## src/rtl/bp_commit.sv

```systemverilog
// Commit-side branch predictor companion: turns committed branches into predictor
// updates and sequences flush/recovery on mispredicts. Optional stats: BP_COMMIT_STAT_EN.
module bp_commit #(
    parameter int TAG_W          = 8,
    parameter int RECOVER_CYCLES = 2
) (
    input  logic             clk,
    input  logic             rst,
    input  logic             rdy,
    input  logic             in_commit_valid,
    input  logic             in_commit_is_branch,
    input  logic [31:0]      in_commit_pc,
    input  logic             in_commit_jump,
    input  logic             in_commit_pred,
    input  logic [31:0]      in_commit_target,
    output logic             out_commit_ready,
    output logic             out_bp_valid,
    output logic             out_bp_jump,
    output logic [TAG_W-1:0] out_bp_tag,
    output logic             out_flush,
`ifdef BP_COMMIT_STAT_EN
    output logic [31:0]      out_stat_branches,
    output logic [31:0]      out_stat_mispred,
`endif
    output logic [31:0]      out_flush_pc
);
    // state   | meaning
    // RUN     | accepting commits
    // FLUSH   | one-cycle flush pulse, recovery counter loaded
    // RECOVER | stalling commits until counter reaches 0
    typedef enum logic [1:0] {S_RUN, S_FLUSH, S_RECOVER} state_t;

    state_t             state_q, state_d;
    logic [3:0]         cnt_q, cnt_d;
    logic               bp_valid_q, bp_valid_d;
    logic               bp_jump_q, bp_jump_d;
    logic [TAG_W-1:0]   bp_tag_q, bp_tag_d;
    logic               flush_q, flush_d;
    logic [31:0]        flush_pc_q, flush_pc_d;
    logic               acc, br_acc, mispred;

    assign acc     = in_commit_valid & out_commit_ready & rdy;
    assign br_acc  = acc & in_commit_is_branch;
    assign mispred = br_acc & (in_commit_jump != in_commit_pred);

    always_ff @(posedge clk) begin
        if (rst) begin
            state_q    <= S_RUN;
            cnt_q      <= '0;
            bp_valid_q <= 1'b0;
            bp_jump_q  <= 1'b0;
            bp_tag_q   <= '0;
            flush_q    <= 1'b0;
            flush_pc_q <= '0;
        end else begin
            state_q    <= state_d;
            cnt_q      <= cnt_d;
            bp_valid_q <= bp_valid_d;
            bp_jump_q  <= bp_jump_d;
            bp_tag_q   <= bp_tag_d;
            flush_q    <= flush_d;
            flush_pc_q <= flush_pc_d;
        end
    end

    always_comb begin
        state_d = state_q;
        cnt_d   = cnt_q;
        if (rdy) begin
            case (state_q)
                S_RUN: if (mispred) state_d = S_FLUSH;
                S_FLUSH: begin
                    state_d = S_RECOVER;
                    cnt_d   = 4'(RECOVER_CYCLES - 1);
                end
                S_RECOVER: begin
                    if (cnt_q == 4'd0) state_d = S_RUN;
                    else               cnt_d   = cnt_q - 4'd1;
                end
                default: state_d = S_RUN;
            endcase
        end
    end

    // Registered outputs hold while rdy is low, so pulses stretch.
    always_comb begin
        bp_valid_d = bp_valid_q;
        bp_jump_d  = bp_jump_q;
        bp_tag_d   = bp_tag_q;
        flush_d    = flush_q;
        flush_pc_d = flush_pc_q;
        if (rdy) begin
            bp_valid_d = br_acc;
            flush_d    = mispred;
            if (br_acc) begin
                bp_jump_d = in_commit_jump;
                bp_tag_d  = in_commit_pc[TAG_W+1:2];
            end
            if (mispred)
                flush_pc_d = in_commit_jump ? in_commit_target : in_commit_pc + 32'd4;
        end
    end

    always_comb begin
        out_commit_ready = (state_q == S_RUN);
        out_bp_valid     = bp_valid_q;
        out_bp_jump      = bp_jump_q;
        out_bp_tag       = bp_tag_q;
        out_flush        = flush_q;
        out_flush_pc     = flush_pc_q;
    end

`ifdef BP_COMMIT_STAT_EN
    logic [31:0] stat_branches_q, stat_branches_d;
    logic [31:0] stat_mispred_q, stat_mispred_d;

    always_ff @(posedge clk) begin
        if (rst) begin
            stat_branches_q <= '0;
            stat_mispred_q  <= '0;
        end else begin
            stat_branches_q <= stat_branches_d;
            stat_mispred_q  <= stat_mispred_d;
        end
    end

    // Saturating counters; acc already includes rdy.
    always_comb begin
        stat_branches_d = stat_branches_q;
        stat_mispred_d  = stat_mispred_q;
        if (br_acc && stat_branches_q != 32'hFFFF_FFFF)
            stat_branches_d = stat_branches_q + 32'd1;
        if (mispred && stat_mispred_q != 32'hFFFF_FFFF)
            stat_mispred_d = stat_mispred_q + 32'd1;
    end

    assign out_stat_branches = stat_branches_q;
    assign out_stat_mispred  = stat_mispred_q;
`endif
endmodule

```

## config.mk

```make
export PLATFORM = sky130hd
export DESIGN_NAME = bp_commit
export DESIGN_NICKNAME = d
export VERILOG_FILES = /design/src/rtl/bp_commit.sv
export SDC_FILE = /design/constraint.sdc
export NUM_CORES = 1
export LEC_CHECK = 0
export ABC_AREA = 1
export BUFFER_PORTS_ARGS = -buffer_cell sky130_fd_sc_hd__buf_2
export CAP_MARGIN = 20
export CORE_ASPECT_RATIO = 1.5
export CORE_MARGIN = 5
export CORE_UTILIZATION = 44
export DETAILED_ROUTE_END_ITERATION = 16
export PLACE_DENSITY = 0.77
export SLEW_MARGIN = 0
export SYNTH_ARGS = -nofsm -noshare
export SYNTH_HDL_FRONTEND = slang
export SYNTH_SLANG_ARGS = --single-unit
```

## constraint.sdc

```tcl
create_clock -name clk -period 1.25 [get_ports clk]
set_input_delay 0.125 -clock clk [delete_from_list [all_inputs] [get_ports clk]]
set_output_delay 0.125 -clock clk [all_outputs]
set_load 0.05 [all_outputs]
```

==> impl_metrics.env, run 1 <==
export IMPL_ys_seq_elements=49
export IMPL_switching_share_pct=32.2
export IMPL_wl_per_cell_um=14.9
export IMPL_coreArea_um2=6400
export IMPL_cp_slowest_stage_delay_ns=0.35
export IMPL_root_buffer="clkbuf_8"
export IMPL_hold_viol=0
export IMPL_dr_first_iter_drc_count=224
export IMPL_crit_cells=8
export IMPL_p_seq_share_pct=43.7
export IMPL_fin_area_um2=4210
export IMPL_synthCells=461
export IMPL_fin_ws_ns=-0.0703
export IMPL_setup_worst_path_class="reg -> reg"
export IMPL_drive_above_1_share_pct=36.9
export IMPL_power_density_nw_per_um2=902
export IMPL_dr_pass1_iters=5
export IMPL_grt_usage_pct=24.2
export IMPL_setup_worst_path_start="state_q[1]"
export IMPL_arrival_ns=1.52
export IMPL_place_ws_ns=-0.152
export IMPL_syn_area_per_cell_um2=6.20
export IMPL_outcome="finished, violations left"
export IMPL_vias=3586
export IMPL_clk_path_buf_depth=2
export IMPL_slew_violations=0
export IMPL_final_nets=684
export IMPL_failed_checks="setup timing"
export IMPL_ys_seq_area_share_pct=34.3
export IMPL_r2r_end="out_bp_tag[1]"
export IMPL_rsz0062_at_grt="yes"
export IMPL_clock_latency_ns=0.30
export IMPL_die_area_um2=8240
export IMPL_die_width_um=75.8
export IMPL_num_rows=36
export IMPL_dp_hpwl_mm=7.54
export IMPL_port_buffers=114
export IMPL_clock_sinks=49
export IMPL_initial_core_util_pct=44.7
export IMPL_p_clk_share_pct=31.2
export IMPL_switchingPower_uw=1220
export IMPL_tightest_slew_ns=0.383
export IMPL_syn_area_um2=2860
export IMPL_clk_pin_slew_ns=0.10
export IMPL_synth_top_area_share_pct=34.3
export IMPL_required_ns=1.45
export IMPL_syn2layout_area_growth_pct=47.3
export IMPL_r2r_start="state_q[1]"
export IMPL_io_pins=115
export IMPL_leakagePower_uw=0.00204
export IMPL_end_kind="flip-flop"
export IMPL_worstSetupStartpointType="flip-flop"
export IMPL_period_share_pct=106
export IMPL_max_cap_violations=0
export IMPL_hold_path_class="in -> reg"
export IMPL_cp_slowest_cell="dfxtp_2"
export IMPL_diodes=0
export IMPL_overflow=0
export IMPL_path_cells="inv_2 -> nand2_4 -> nor2_4 -> buf_4 -> buf_8 -> clkinvlp_4 -> nor2_1 -> nor2_1"
export IMPL_die_h_um=109
export IMPL_p_comb_share_pct=25.1
export IMPL_crit_family="buffers and inverters"
export IMPL_synth_area_leader_cell="dfxtp_1"
export IMPL_finClkSkew_ns=0.00714
export IMPL_reg2reg_depth=8
export IMPL_crit_path_end="out_bp_tag[1]"
export IMPL_antenna_found_initial=0
export IMPL_cpMostUsedCell="nor2_1"
export IMPL_fin_crit_ns=1.32
export IMPL_relSlewSlack_pct=74.4
export IMPL_r2r_slack_ns=-0.07
export IMPL_grt_max_degree=25
export IMPL_place_area_um2=3770
export IMPL_synth_nets=534
export IMPL_grt_first_pass_wirelength_mm=15.5
export IMPL_totalPowerFinal_uw=3800
export IMPL_p_int_uw=2570
export IMPL_wl_mm=10.3
export IMPL_placed_cells=670
export IMPL_cts_tree="built"
export IMPL_ys_types=27
export IMPL_cts_buffers_inserted=5
export IMPL_finalNonFillerCells=688
export IMPL_path_max_fanout=6
export IMPL_via_per_inst=5.21
export IMPL_drc=0
export IMPL_max_vdd_ir_drop_mv=0.725
export IMPL_ys_warnings_count=0
export IMPL_critPathBufInv=4
export IMPL_final_antenna_net_count=0
export IMPL_finalSetupTns_ns=-1.31
export IMPL_ctsHoldBuffers=0
export IMPL_gp_congestion=0.953
export IMPL_finalSetupViolations=39
export IMPL_netlist_top_cells_area="dfxtp_1, nand2_1, nor2_1"
export IMPL_ctsHtreeMaxLevel=2
export IMPL_clock_fmax_mhz=757
export IMPL_grt_pass1_vias=3478
cells by family after synthesis:
family	after synthesis	synth area share, %
AND/OR/NAND/NOR	252	37.2
AO/OA/AOI/OAI	92	16.6
buffers and inverters	56	7.88
flip-flops	49	34.3
XOR/XNOR	10	3.07
adder cells (fa/ha/maj)	2	0.876
per-layer routing:
layer / share of wire [%] / vias to the layer above / track usage [%]
met3: 7.2 / 29 / 4.43
li1: - / 1782 / -
met2: 53 / 142 / 43.3
met4: 3.5 / 0 / 12.3
met1: 37 / 1633 / 26.1
met5: 0 / - / 0
what timing repair did:
action,in CTS,in global routing
resized for setup,24,40
gates cloned,1,1
pin swaps,5,3
endpoints found under the setup margin,43,45
setup buffers,1,7
state kept, by name (all words and copies together), names as in the netlist:
name,count
cnt_q,4
out_bp_jump,1
out_bp_tag,8
out_bp_valid,1
out_flush,1
out_flush_pc,32
state_q,2
power by group through the flow:
stage               Clock [µW]  Combinational (µW)  Sequential [µW]
detailed placement           0                 847             1690
global placement             0                 835             1690
global route              1260                1030             1660
CTS                       1200                 888             1650
finish                    1180                 954             1660
floorplan                    0                 309             1860
Yosys cell counts (all sizes together):
cell type and number:
o21ai 34, and2 1, nand2 129, a211oi 1
ha 2, clkbuf 11, nand3b 1, o221ai 1
buf 7, nor3 3, nand3 30, a21oi 49
a31oi 7, xor2 7, inv 38, nor2 87
xnor2 3, or2 1, dfxtp 49
worst min-delay path by stage:
stage                                    from               to  slack [ns]  cells after the start
final                     in_commit_target[3]  out_flush_pc[3]        0.07                      3
after global routing      in_commit_target[3]  out_flush_pc[3]        0.07                      3
after CTS                 in_commit_target[3]  out_flush_pc[3]        0.06                      3
after detailed placement  in_commit_target[2]  out_flush_pc[2]        0.40                      3
after global placement    in_commit_target[5]  out_flush_pc[5]        0.37                      3
after floorplan               in_commit_pc[3]    out_bp_tag[1]        0.26                      2
through the flow:
| step | util [%] | hold slack, ns |
|---|---|---|
| finish | 65.8 | 0.0688 |
| global route | 65.8 | 0.0675 |
| CTS | 62.6 | 0.0608 |
| detailed placement | 59.0 | 0.400 |
| global placement | 59.0 | 0.365 |
| floorplan | - | 0.260 |
layout by cell type (no fill, tap or decap), types with 5 or more instances in the layout:
cell      Yosys  final
a21oi_1      49     42
a21oi_2       0      7
a31oi_1       7      6
buf_12        0      5
buf_2         3    113
buf_4         1     34
buf_6         1      5
clkbuf_8      0      5
dfxtp_1      49     45
inv_1        34     30
inv_2         4      6
nand2_1     125    120
nand2_2       4      5
nand3_1      30     30
nor2_1       76     70
nor2_2        5      7
nor2_4        6     10
o21ai_0      18     12
o21ai_1      16     14
o21ai_2       0      8
xor2_1        7      7
tightest hold or removal path, cell delays in order:
cell     delay, ns
buf_2         0.09
nand2_1       0.05
a31oi_1       0.07
area by class of cell:
| cell class | instances | area [µm²] |
|---|---|---|
| clock buffer | 5 | 68.8 |
| clock inverter | 3 | 43.8 |
| fill | 574 | 2190 |
| inverter | 38 | 149 |
| multi-input combinational | 356 | 1810 |
| sequential | 49 | 986 |
| tap | 76 | 95.1 |
| timing repair buffer | 161 | 1060 |
No activity file was read; power rests on OpenSTA's default activity.
==> run 2, diff against run 1 <==
--- a/config.mk
+++ b/config.mk
@@ -8,11 +8,13 @@
 export ABC_AREA = 1
 export BUFFER_PORTS_ARGS = -buffer_cell sky130_fd_sc_hd__buf_2
 export CAP_MARGIN = 20
+export CELL_PAD_IN_SITES_DETAIL_PLACEMENT = 1
+export CELL_PAD_IN_SITES_GLOBAL_PLACEMENT = 1
 export CORE_ASPECT_RATIO = 1.5
 export CORE_MARGIN = 5
-export CORE_UTILIZATION = 44
+export CORE_UTILIZATION = 29
 export DETAILED_ROUTE_END_ITERATION = 16
-export PLACE_DENSITY = 0.77
+export PLACE_DENSITY_LB_ADDON = 0.1
 export SLEW_MARGIN = 0
 export SYNTH_ARGS = -nofsm -noshare
 export SYNTH_HDL_FRONTEND = slang
==> impl_metrics.env, run 2 (synthesis gave the netlist of run 1 again) <==
export IMPL_clock_latency_ns=0.29
export IMPL_hold_viol=0
export IMPL_relSlewSlack_pct=78.8
export IMPL_clock_fmax_mhz=780
export IMPL_cts_buffers_inserted=5
export IMPL_final_antenna_net_count=0
export IMPL_rsz0062_at_grt="yes"
export IMPL_clk_path_buf_depth=2
export IMPL_leakagePower_uw=0.00219
export IMPL_setup_worst_path_class="reg -> reg"
export IMPL_max_cap_violations=0
export IMPL_switching_share_pct=30.0
export IMPL_failed_checks="setup timing"
export IMPL_grt_usage_pct=19.7
export IMPL_drive_above_1_share_pct=43.3
export IMPL_via_per_inst=4.88
export IMPL_arrival_ns=1.51
export IMPL_p_comb_share_pct=24.4
export IMPL_grt_pass1_vias=3894
export IMPL_cts_tree="built"
export IMPL_power_density_nw_per_um2=933
export IMPL_ctsHtreeMaxLevel=2
export IMPL_p_clk_share_pct=37.3
export IMPL_gp_congestion=0.814
export IMPL_vias=3670
export IMPL_wl_per_cell_um=16.2
export IMPL_finClkSkew_ns=0.00296
export IMPL_syn2layout_area_growth_pct=62.5
export IMPL_drc=0
export IMPL_clk_pin_slew_ns=0.07
export IMPL_port_buffers=114
export IMPL_final_cell_mix="nand2_1, buf_2, nor2_1, buf_4, dfxtp_1"
export IMPL_switchingPower_uw=1300
export IMPL_overflow=0
export IMPL_fin_crit_ns=1.28
export IMPL_fin_ws_ns=-0.0327
export IMPL_p_seq_share_pct=38.2
export IMPL_slew_violations=0
export IMPL_end_kind="flip-flop"
export IMPL_fillers=1278
export IMPL_final_nets=709
export IMPL_die_area_um2=12000
export IMPL_grt_max_degree=31
export IMPL_grt_first_pass_wirelength_mm=19.2
export IMPL_hold_path_class="in -> reg"
export IMPL_largest_reg_flops=32
export IMPL_outcome="finished, violations left"
export IMPL_final_common_cell="nand2_1"
export IMPL_dr_pass1_iters=4
export IMPL_die_h_um=132
export IMPL_io_pins=115
export IMPL_path_max_fanout=6
export IMPL_max_vdd_ir_drop_mv=0.643
export IMPL_diodes=0
export IMPL_tightest_slew_ns=0.317
export IMPL_num_rows=44
export IMPL_wl_mm=12.2
export IMPL_finalNonFillerCells=752
export IMPL_required_ns=1.48
export IMPL_finalSetupTns_ns=-0.243
export IMPL_p_int_uw=3030
export IMPL_period_share_pct=103
export IMPL_antenna_found_initial=0
export IMPL_dr_first_iter_drc_count=115
export IMPL_initial_core_util_pct=29.5
export IMPL_die_width_um=91.1
export IMPL_dp_hpwl_mm=9.17
export IMPL_worstSetupStartpointType="flip-flop"
export IMPL_finalSetupViolations=14
export IMPL_placed_cells=730
export IMPL_clock_sinks=49
export IMPL_coreArea_um2=9690
export IMPL_root_buffer="clkbuf_16"
run 2: area by class of cell:
class / instances / area, µm² / share of cell area, %
multi-input cells: 356 / 1910 / 41.1
flip-flops and latches: 49 / 985 / 21.2
repair buffers: 186 / 1280 / 27.6
well taps: 115 / 144 / 3.10
clock inverters: 1 / 30.0 / 0.647
inverters: 38 / 154 / 3.31
clock buffers: 7 / 143 / 3.07
run 2: repair_timing:
action / CTS / global route
endpoints found under the setup margin: 45 / 45
hold buffers: 0 / 0
endpoints found under the hold margin: 0 / 0
pin swaps: 7 / 8
gates cloned: 3 / 1
setup buffers: 7 / 4
gates resized for setup: 42 / 53
run 2: stage by stage:
step           setup slack (ns)  instance area (µm²)  power, µW  hold slack, ns  utilization (%)
2_1_floorplan           0.00481                 2860       2170           0.260                -
3_3_place_gp             -0.133                 3990       2610           0.383             41.2
3_5_place_dp             -0.182                 3990       2620           0.401             41.2
4_1_cts                 -0.0492                 4440       4320          0.0917             45.8
5_1_grt                  -0.120                 4640       4540          0.0973             47.9
6_report                -0.0327                 4640       4330           0.102             47.9
run 2: worst max-delay path, cell delays in order (launching register included):
cell	delay (ns)
dfxtp_2	0.33
inv_2	0.06
nand2_2	0.06
nor2_4	0.13
nand2_4	0.12
inv_8	0.13
buf_12	0.12
buf_16	0.12
o21ai_2	0.05
a21oi_1	0.11
run 2: layer usage:
| metal | up-vias | GRT usage [%] | wire length (µm) |
|---|---|---|---|
| met2 | 93 | 39.2 | 6960 |
| met5 | - | 0 | 0 |
| li1 | 1835 | - | - |
| met1 | 1732 | 19.9 | 4370 |
| met4 | 0 | 5.95 | 215 |
| met3 | 10 | 3.95 | 615 |
run 2: worst paths after layout:
| check | startpoint | to | slack, ns | depth (start not counted) |
|---|---|---|---|---|
| worst max register to register | state_q[1] | out_flush_pc[9] | -0.03 | 9 |
| worst min-delay path | in_commit_pc[1] | out_flush_pc[1] | 0.10 | 3 |
| worst min register to register | out_flush_pc[25] | out_flush_pc[25] | 0.47 | 2 |
| worst max-delay path | state_q[1] | out_flush_pc[9] | -0.03 | 9 |
run 2: power by group through the flow:
stage / Combinational (µW) / Sequential (µW) / Clock (µW)
floorplan: 309 / 1860 / 0
global placement: 920 / 1690 / 0
detailed placement: 933 / 1690 / 0
CTS: 1010 / 1650 / 1660
global route: 1140 / 1660 / 1730
finish: 1060 / 1660 / 1620
